`src/rtl/vedic_mult_if.sv`:
```
// Handshake bundle for vedic_mult_pipe: operand side (a/b/sgn/tag, valid/ready)
// and result side (p/tag, valid/ready).
interface vedic_mult_if #(
  parameter int W     = 16,
  parameter int TAG_W = 4
);
  logic             in_valid;
  logic             in_ready;
  logic [W-1:0]     a;
  logic [W-1:0]     b;
  logic             sgn;
  logic [TAG_W-1:0] in_tag;
  logic             out_valid;
  logic             out_ready;
  logic [2*W-1:0]   p;
  logic [TAG_W-1:0] out_tag;

  modport master (
    output in_valid, a, b, sgn, in_tag, out_ready,
    input  in_ready, out_valid, p, out_tag
  );

  modport slave (
    input  in_valid, a, b, sgn, in_tag, out_ready,
    output in_ready, out_valid, p, out_tag
  );
endinterface

```
`src/rtl/vedic_mult_pipe.sv`:
```
// Pipelined Urdhva-Tiryagbhyam multiplier: half-width partial products, cross-term
// merge, then recombination with sign re-application. Fixed 3-cycle latency.
module vedic_mult_pipe #(
  parameter int W     = 16,
  parameter int TAG_W = 4
) (
  input logic         clk,
  input logic         rst,
  vedic_mult_if.slave bus
);
  localparam int H = W / 2;

  // -2^(W-1) maps to 2^(W-1), which still fits in W unsigned bits.
  function automatic logic [W-1:0] to_mag(input logic [W-1:0] x, input logic sgn);
    return (sgn && x[W-1]) ? (~x + W'(1)) : x;
  endfunction

  function automatic logic [W-1:0] half_mul(input logic [H-1:0] x, input logic [H-1:0] y);
    return W'(x) * W'(y);
  endfunction

  function automatic logic signed [2*W-1:0] apply_sign(input logic [2*W-1:0] mag,
                                                       input logic neg);
    logic signed [2*W-1:0] s;
    s = signed'(mag);
    return neg ? -s : s;
  endfunction

  logic en;

  logic [W-1:0]     a_mag, b_mag;
  logic [W-1:0]     ll_p0_d, lh_p0_d, hl_p0_d, hh_p0_d;
  logic [W-1:0]     ll_p0_q, lh_p0_q, hl_p0_q, hh_p0_q;
  logic             neg_p0_d, neg_p0_q, vld_p0_d, vld_p0_q;
  logic [TAG_W-1:0] tag_p0_d, tag_p0_q;

  logic [W:0]       mid_p1_d, mid_p1_q;
  logic [W-1:0]     ll_p1_d, ll_p1_q, hh_p1_d, hh_p1_q;
  logic             neg_p1_d, neg_p1_q, vld_p1_d, vld_p1_q;
  logic [TAG_W-1:0] tag_p1_d, tag_p1_q;

  logic [2*W-1:0]        mag_p2;
  logic signed [2*W-1:0] p_p2_d, p_p2_q;
  logic                  vld_p2_d, vld_p2_q;
  logic [TAG_W-1:0]      tag_p2_d, tag_p2_q;

  assign en           = !vld_p2_q || bus.out_ready;
  assign bus.in_ready = en;

  // Stage 1: sign strip and four half-width partial products
  always_comb begin
    a_mag    = to_mag(bus.a, bus.sgn);
    b_mag    = to_mag(bus.b, bus.sgn);
    ll_p0_d  = half_mul(a_mag[H-1:0], b_mag[H-1:0]);
    lh_p0_d  = half_mul(a_mag[H-1:0], b_mag[W-1:H]);
    hl_p0_d  = half_mul(a_mag[W-1:H], b_mag[H-1:0]);
    hh_p0_d  = half_mul(a_mag[W-1:H], b_mag[W-1:H]);
    neg_p0_d = bus.sgn && (bus.a[W-1] ^ bus.b[W-1]);
    tag_p0_d = bus.in_tag;
    vld_p0_d = bus.in_valid && en;
  end

  // Stage 2: cross-term merge, carry kept
  always_comb begin
    mid_p1_d = {1'b0, lh_p0_q} + {1'b0, hl_p0_q};
    ll_p1_d  = ll_p0_q;
    hh_p1_d  = hh_p0_q;
    neg_p1_d = neg_p0_q;
    tag_p1_d = tag_p0_q;
    vld_p1_d = vld_p0_q;
  end

  // Stage 3: recombination and sign re-application
  always_comb begin
    mag_p2   = {hh_p1_q, {W{1'b0}}} + ((2*W)'(mid_p1_q) << H) + (2*W)'(ll_p1_q);
    p_p2_d   = apply_sign(mag_p2, neg_p1_q);
    tag_p2_d = tag_p1_q;
    vld_p2_d = vld_p1_q;
  end

  always_ff @(posedge clk) begin
    if (rst) begin
      ll_p0_q  <= '0;
      lh_p0_q  <= '0;
      hl_p0_q  <= '0;
      hh_p0_q  <= '0;
      neg_p0_q <= 1'b0;
      tag_p0_q <= '0;
      vld_p0_q <= 1'b0;
      mid_p1_q <= '0;
      ll_p1_q  <= '0;
      hh_p1_q  <= '0;
      neg_p1_q <= 1'b0;
      tag_p1_q <= '0;
      vld_p1_q <= 1'b0;
      p_p2_q   <= '0;
      tag_p2_q <= '0;
      vld_p2_q <= 1'b0;
    end else if (en) begin
      ll_p0_q  <= ll_p0_d;
      lh_p0_q  <= lh_p0_d;
      hl_p0_q  <= hl_p0_d;
      hh_p0_q  <= hh_p0_d;
      neg_p0_q <= neg_p0_d;
      tag_p0_q <= tag_p0_d;
      vld_p0_q <= vld_p0_d;
      mid_p1_q <= mid_p1_d;
      ll_p1_q  <= ll_p1_d;
      hh_p1_q  <= hh_p1_d;
      neg_p1_q <= neg_p1_d;
      tag_p1_q <= tag_p1_d;
      vld_p1_q <= vld_p1_d;
      p_p2_q   <= p_p2_d;
      tag_p2_q <= tag_p2_d;
      vld_p2_q <= vld_p2_d;
    end
  end

  assign bus.out_valid = vld_p2_q;
  assign bus.p         = p_p2_q;
  assign bus.out_tag   = tag_p2_q;
endmodule
```
`src/flat_wrapper.sv`:
```
// flat-port wrapper written by rule: the top's interface ports become plain ports
module vedic_mult_pipe_flat 
#(
  parameter int W     = 16,
  parameter int TAG_W = 4
)
  (clk, rst, bus_in_valid, bus_a, bus_b, bus_sgn, bus_in_tag, bus_out_ready, bus_in_ready, bus_out_valid, bus_p, bus_out_tag);
  vedic_mult_if #(.W(W), .TAG_W(TAG_W)) bus_i ();
  input logic clk;
  input logic rst;
  input wire logic [$bits(bus_i.in_valid)-1:0] bus_in_valid;
  input wire logic [$bits(bus_i.a)-1:0] bus_a;
  input wire logic [$bits(bus_i.b)-1:0] bus_b;
  input wire logic [$bits(bus_i.sgn)-1:0] bus_sgn;
  input wire logic [$bits(bus_i.in_tag)-1:0] bus_in_tag;
  input wire logic [$bits(bus_i.out_ready)-1:0] bus_out_ready;
  output wire logic [$bits(bus_i.in_ready)-1:0] bus_in_ready;
  output wire logic [$bits(bus_i.out_valid)-1:0] bus_out_valid;
  output wire logic [$bits(bus_i.p)-1:0] bus_p;
  output wire logic [$bits(bus_i.out_tag)-1:0] bus_out_tag;
  assign bus_i.in_valid = bus_in_valid;
  assign bus_i.a = bus_a;
  assign bus_i.b = bus_b;
  assign bus_i.sgn = bus_sgn;
  assign bus_i.in_tag = bus_in_tag;
  assign bus_i.out_ready = bus_out_ready;
  assign bus_in_ready = bus_i.in_ready;
  assign bus_out_valid = bus_i.out_valid;
  assign bus_p = bus_i.p;
  assign bus_out_tag = bus_i.out_tag;
  vedic_mult_pipe #(.W(W), .TAG_W(TAG_W)) u_core (.clk(clk), .rst(rst), .bus(bus_i));
endmodule
```
`config.mk`:
```
export PLATFORM = sky130hd
export DESIGN_NAME = vedic_mult_pipe_flat
export DESIGN_NICKNAME = d
export VERILOG_FILES = /design/src/rtl/vedic_mult_if.sv /design/src/rtl/vedic_mult_pipe.sv /design/src/flat_wrapper.sv
export SDC_FILE = /design/constraint.sdc
export NUM_CORES = 1
export LEC_CHECK = 0
export ABC_CLOCK_PERIOD_IN_PS = 10400
export CAP_MARGIN = 10
export CORE_MARGIN = 2
export CORE_UTILIZATION = 60
export CTS_CLUSTER_DIAMETER = 50
export CTS_CLUSTER_SIZE = 16
export DETAILED_ROUTE_END_ITERATION = 12
export PLACE_DENSITY = 0.81
export SLEW_MARGIN = 10
export SYNTH_ARGS = -nofsm -noshare
export SYNTH_HDL_FRONTEND = slang
export SYNTH_SLANG_ARGS = --single-unit
```
`constraint.sdc`:
```
create_clock -name clk -period 10.4 [get_ports clk]
set_clock_uncertainty 0.2 [all_clocks]
set_input_delay 2.6 -clock clk [delete_from_list [all_inputs] [get_ports clk]]
set_output_delay 2.6 -clock clk [all_outputs]
set_load 0.01 [all_outputs]
```
==> reports/summary.txt <==
outcome: complete, no violations
# placed instances: 2429
clk root buf: sky130_fd_sc_hd__clkbuf_16
peak ir drop on the vdd network: 133 uV
final estimated routing congestion in global placement: 0.892
most frequent standard cell in the layout excluding fill and tap cells: sky130_fd_sc_hd__nor2_1
largest stage delay on the critical path: 0.54 ns
share of synthesized flip-flops with an asynchronous set or reset: 0%
post-route worst hold slack: 0.251 ns
IO buf count: 78
H-Tree Depth: 4
die span in x: 170 um
number of cells on the critical path: 25
number of synthesized flops with an enable pin: 0
count of distinct cell types in the synthesized netlist: 78
overall overflow remaining after global route: 0
FF+latch count, synth: 162
required time at the worst-slack endpoint: 10.55 ns
CTS clk-pin slew, worst paths: 0.07 ns
reg-to-reg critical path startpoint: u_core.ll_p1_q[8]$_SDFFE_PP0N_
crit path launch type: input pin
first-pass GRT wire length: 64500 um
r2r setup slk: 6.49 ns
worst hold path type: flip-flop to flip-flop
Leak Pwr: 0.00857 uW
CP Max Fanout: 14
fin crit share: 93.2%
Cell Rows: 60
Final Setup Violations: 0
Final #Nets: 2474
Synth Cell Area: 16500 um^2
P per Cell Area: 248 nW/um^2
startpoint of the worst setup timing path: bus_b[0]
GR Util All Layers: 27.3%
final total negative setup slack: 0 ns
DRT Wirelength: 37900 um
placeable core region: 27000 um^2
worst-margin pin slew: 1.16 ns
area enclosed by the die boundary: 28800 um^2
Crit path arrival time: 9.84 ns
maximum number of buffers from clock root to sink: 2
end of the worst register-to-register path: u_core.bus.p[31]$_SDFFE_PP0N_
Post-DRT Antenna Nets: 0
total of warnings raised by yosys: 0
post-route DRC violation count: 0
detailed-route via count: 13984
count of inserted antenna diode cells: 0
ports placed on the boundary: 79
floorplan die height: 170 um
number of cells produced by synthesis: 2064
post-DR wirelength/cell: 15.4 um
total half-perimeter wirelength after legalization and detailed placement: 28900 um
insertion delay of the later-clocked pin in the worst-skew pair: 0.43 ns
Net Count, Synth: 2431
RSZ-0062 raised after global routing: false
mean area per synthesized cell: 7.97 um^2
final number of hold-violating endpoints: 0
Initial DRC Count: 907
overall power after layout: 4520 uW
most used flip-flop cell after synthesis: sky130_fd_sc_hd__dfxtp_1
final standard cell utilization of the core: 67.5%
number of antenna violations at the first check in global routing: 0
Vias per Instance: 5.68
total CTS buffers: 17
Starting Density: 61.1%
type of the worst setup path: input pin to flip-flop
cell count of the worst reg-to-reg path: 12
final instance count without filler cells: 2461
Relative slew margins: 22.7%
area growth from synthesis to layout: 10.5%
WHS Path Cells: 2
setup fix buffers added after clock tree synthesis: 0
kind of cell with the highest combined delay on the critical path: adder cells
most used cells in the layout excluding fill and tap cells: 309 x sky130_fd_sc_hd__nor2_1, 249 x sky130_fd_sc_hd__nand2_1, 231 x sky130_fd_sc_hd__inv_1
clock tree from TritonCTS: done
clock sink count: 162
number of global-route vias before repair: 13793
clock period minus final worst setup slack: 9.69 ns
sequential area share after synthesis: 19.7%
share of final-layout standard cells stronger than drive strength 1: 6.42%
max-cap check violation count: 0
fmax: 103 MHz
Final Max Tran Viols: 0
Crit. End Element: flip-flop
critical-path cell with the highest stage delay: sky130_fd_sc_hd__fa_1
Fill cells: 2276
Buf+Inv Stages, Crit Path: 5
largest net degree at the start of global routing: 114
number of search-and-repair iterations in the first detailed-routing pass: 6
Worst setup endpoint: u_core.hh_p0_q[15]$_SDFFE_PP0N_
-- cell families after synthesis --
| kind of cell | count (synthesis) | share of synthesized area, % |
|---|---|---|
| mux | 4 | 0.243 |
| simple gates | 749 | 20.0 |
| compound gates | 378 | 14.5 |
| fa+ha+maj | 326 | 31.4 |
| buf+inv | 326 | 7.76 |
| xor+xnor | 119 | 6.33 |
| flops | 162 | 19.7 |
-- area by class of cell --
class	count	area, um^2	share of cell area, %
inverter	232	873	4.80
timing repair buffer	118	1080	5.93
multi-input combinational	1576	12000	65.8
clock buffer	17	425	2.34
tap	341	427	2.35
clock inverter	15	169	0.929
sequential	162	3240	17.8
-- worst reg2reg max path, delay by kind of cell (launching register included) --
family | cells | cell delay [ns]
xor gates and xnor gates | 1 | 0.17
and+or+nand+nor | 2 | 0.53
DFF | 1 | 0.34
adders and majority gates | 2 | 0.69
AOI/OAI and AO/OA | 7 | 1.86
-- cell usage after synthesis (5+ instances only) --
cell type / n / area, um^2
sky130_fd_sc_hd__inv_1: 232 / 871
sky130_fd_sc_hd__nor4_1: 14 / 87.6
sky130_fd_sc_hd__or3_1: 11 / 68.8
sky130_fd_sc_hd__fa_1: 146 / 2920
sky130_fd_sc_hd__nor2_1: 309 / 1160
sky130_fd_sc_hd__o21ai_0: 70 / 350
sky130_fd_sc_hd__or2_2: 34 / 213
sky130_fd_sc_hd__o31ai_1: 7 / 52.6
sky130_fd_sc_hd__nor3_1: 39 / 195
sky130_fd_sc_hd__a21o_1: 19 / 143
sky130_fd_sc_hd__nand2b_1: 21 / 131
sky130_fd_sc_hd__xnor2_1: 74 / 648
sky130_fd_sc_hd__nand3_1: 15 / 75.1
sky130_fd_sc_hd__buf_6: 6 / 67.6
sky130_fd_sc_hd__a31oi_1: 12 / 75.1
sky130_fd_sc_hd__and3_1: 11 / 68.8
sky130_fd_sc_hd__a21oi_1: 152 / 761
sky130_fd_sc_hd__clkbuf_1: 78 / 293
sky130_fd_sc_hd__nor2b_1: 14 / 87.6
sky130_fd_sc_hd__ha_1: 180 / 2250
sky130_fd_sc_hd__o21a_1: 5 / 37.5
sky130_fd_sc_hd__a21boi_0: 13 / 97.6
sky130_fd_sc_hd__dfxtp_1: 162 / 3240
sky130_fd_sc_hd__xor2_1: 45 / 394
sky130_fd_sc_hd__a211oi_1: 43 / 323
sky130_fd_sc_hd__buf_1: 7 / 26.3
sky130_fd_sc_hd__o211ai_1: 7 / 52.6
sky130_fd_sc_hd__nand2_1: 249 / 935
sky130_fd_sc_hd__o41ai_1: 8 / 70.1
sky130_fd_sc_hd__nor3b_1: 7 / 52.6
-- worst min-delay path by stage --
stage                                            start                                  to  slack, ns
floorplan             u_core.mid_p1_q[14]$_SDFFE_PP0N_    u_core.mid_p1_q[14]$_SDFFE_PP0N_       0.23
global placement    u_core.bus.out_tag[2]$_SDFFE_PP0N_  u_core.bus.out_tag[2]$_SDFFE_PP0N_       0.24
detailed placement      u_core.hh_p0_q[1]$_SDFFE_PP0N_      u_core.hh_p0_q[1]$_SDFFE_PP0N_       0.24
CTS                     u_core.hh_p0_q[1]$_SDFFE_PP0N_      u_core.hh_p0_q[1]$_SDFFE_PP0N_       0.25
global route            u_core.ll_p0_q[1]$_SDFFE_PP0N_      u_core.ll_p0_q[1]$_SDFFE_PP0N_       0.27
finish                  u_core.hh_p0_q[2]$_SDFFE_PP0N_      u_core.hh_p0_q[2]$_SDFFE_PP0N_       0.25
-- power by group --
| part | total [uW] | switching (uW) | internal [uW] |
|---|---|---|---|
| Combinational | 3000 | 1690 | 1310 |
| Clock | 633 | 273 | 360 |
| Sequential | 886 | 97.7 | 789 |
| Total | 4520 | 2060 | 2460 |
-- state kept, by name, indices dropped and copies added (netlist names), 16 cells and up --
signal	cells
u_core.bus.p	32
u_core.mid_p1_q	17
u_core.hh_p0_q	16
u_core.hh_p1_q	16
u_core.hl_p0_q	16
u_core.lh_p0_q	16
u_core.ll_p0_q	16
u_core.ll_p1_q	16
-- what timing repair did --
action | 4_1_cts | 5_1_grt
hold endpoints to repair | 0 | 0
gates resized for setup | 0 | 1
setup endpoints to repair | 0 | 2
hold buffers | 0 | 0
-- metal layers --
layer	track usage (%)	routed length (um)	share of wire (%)	up-vias
met2	46.7	17700	47	471
met3	3.40	2350	6.2	65
li1	-	-	-	6863
met4	9.66	1150	3.0	0
met1	35.6	16800	44	6585
met5	0	0	0	-
-- per-stage QoR --
step / cell area, um^2 / setup WS [ns]
after global routing: 18200 / 0.0464
after global placement: 17600 / 0.608
after detailed placement: 17600 / 0.138
final: 18200 / 0.710
after CTS: 18200 / 0.556
after floorplan: 16500 / 1.58
Power figures use the tool's default switching activity.
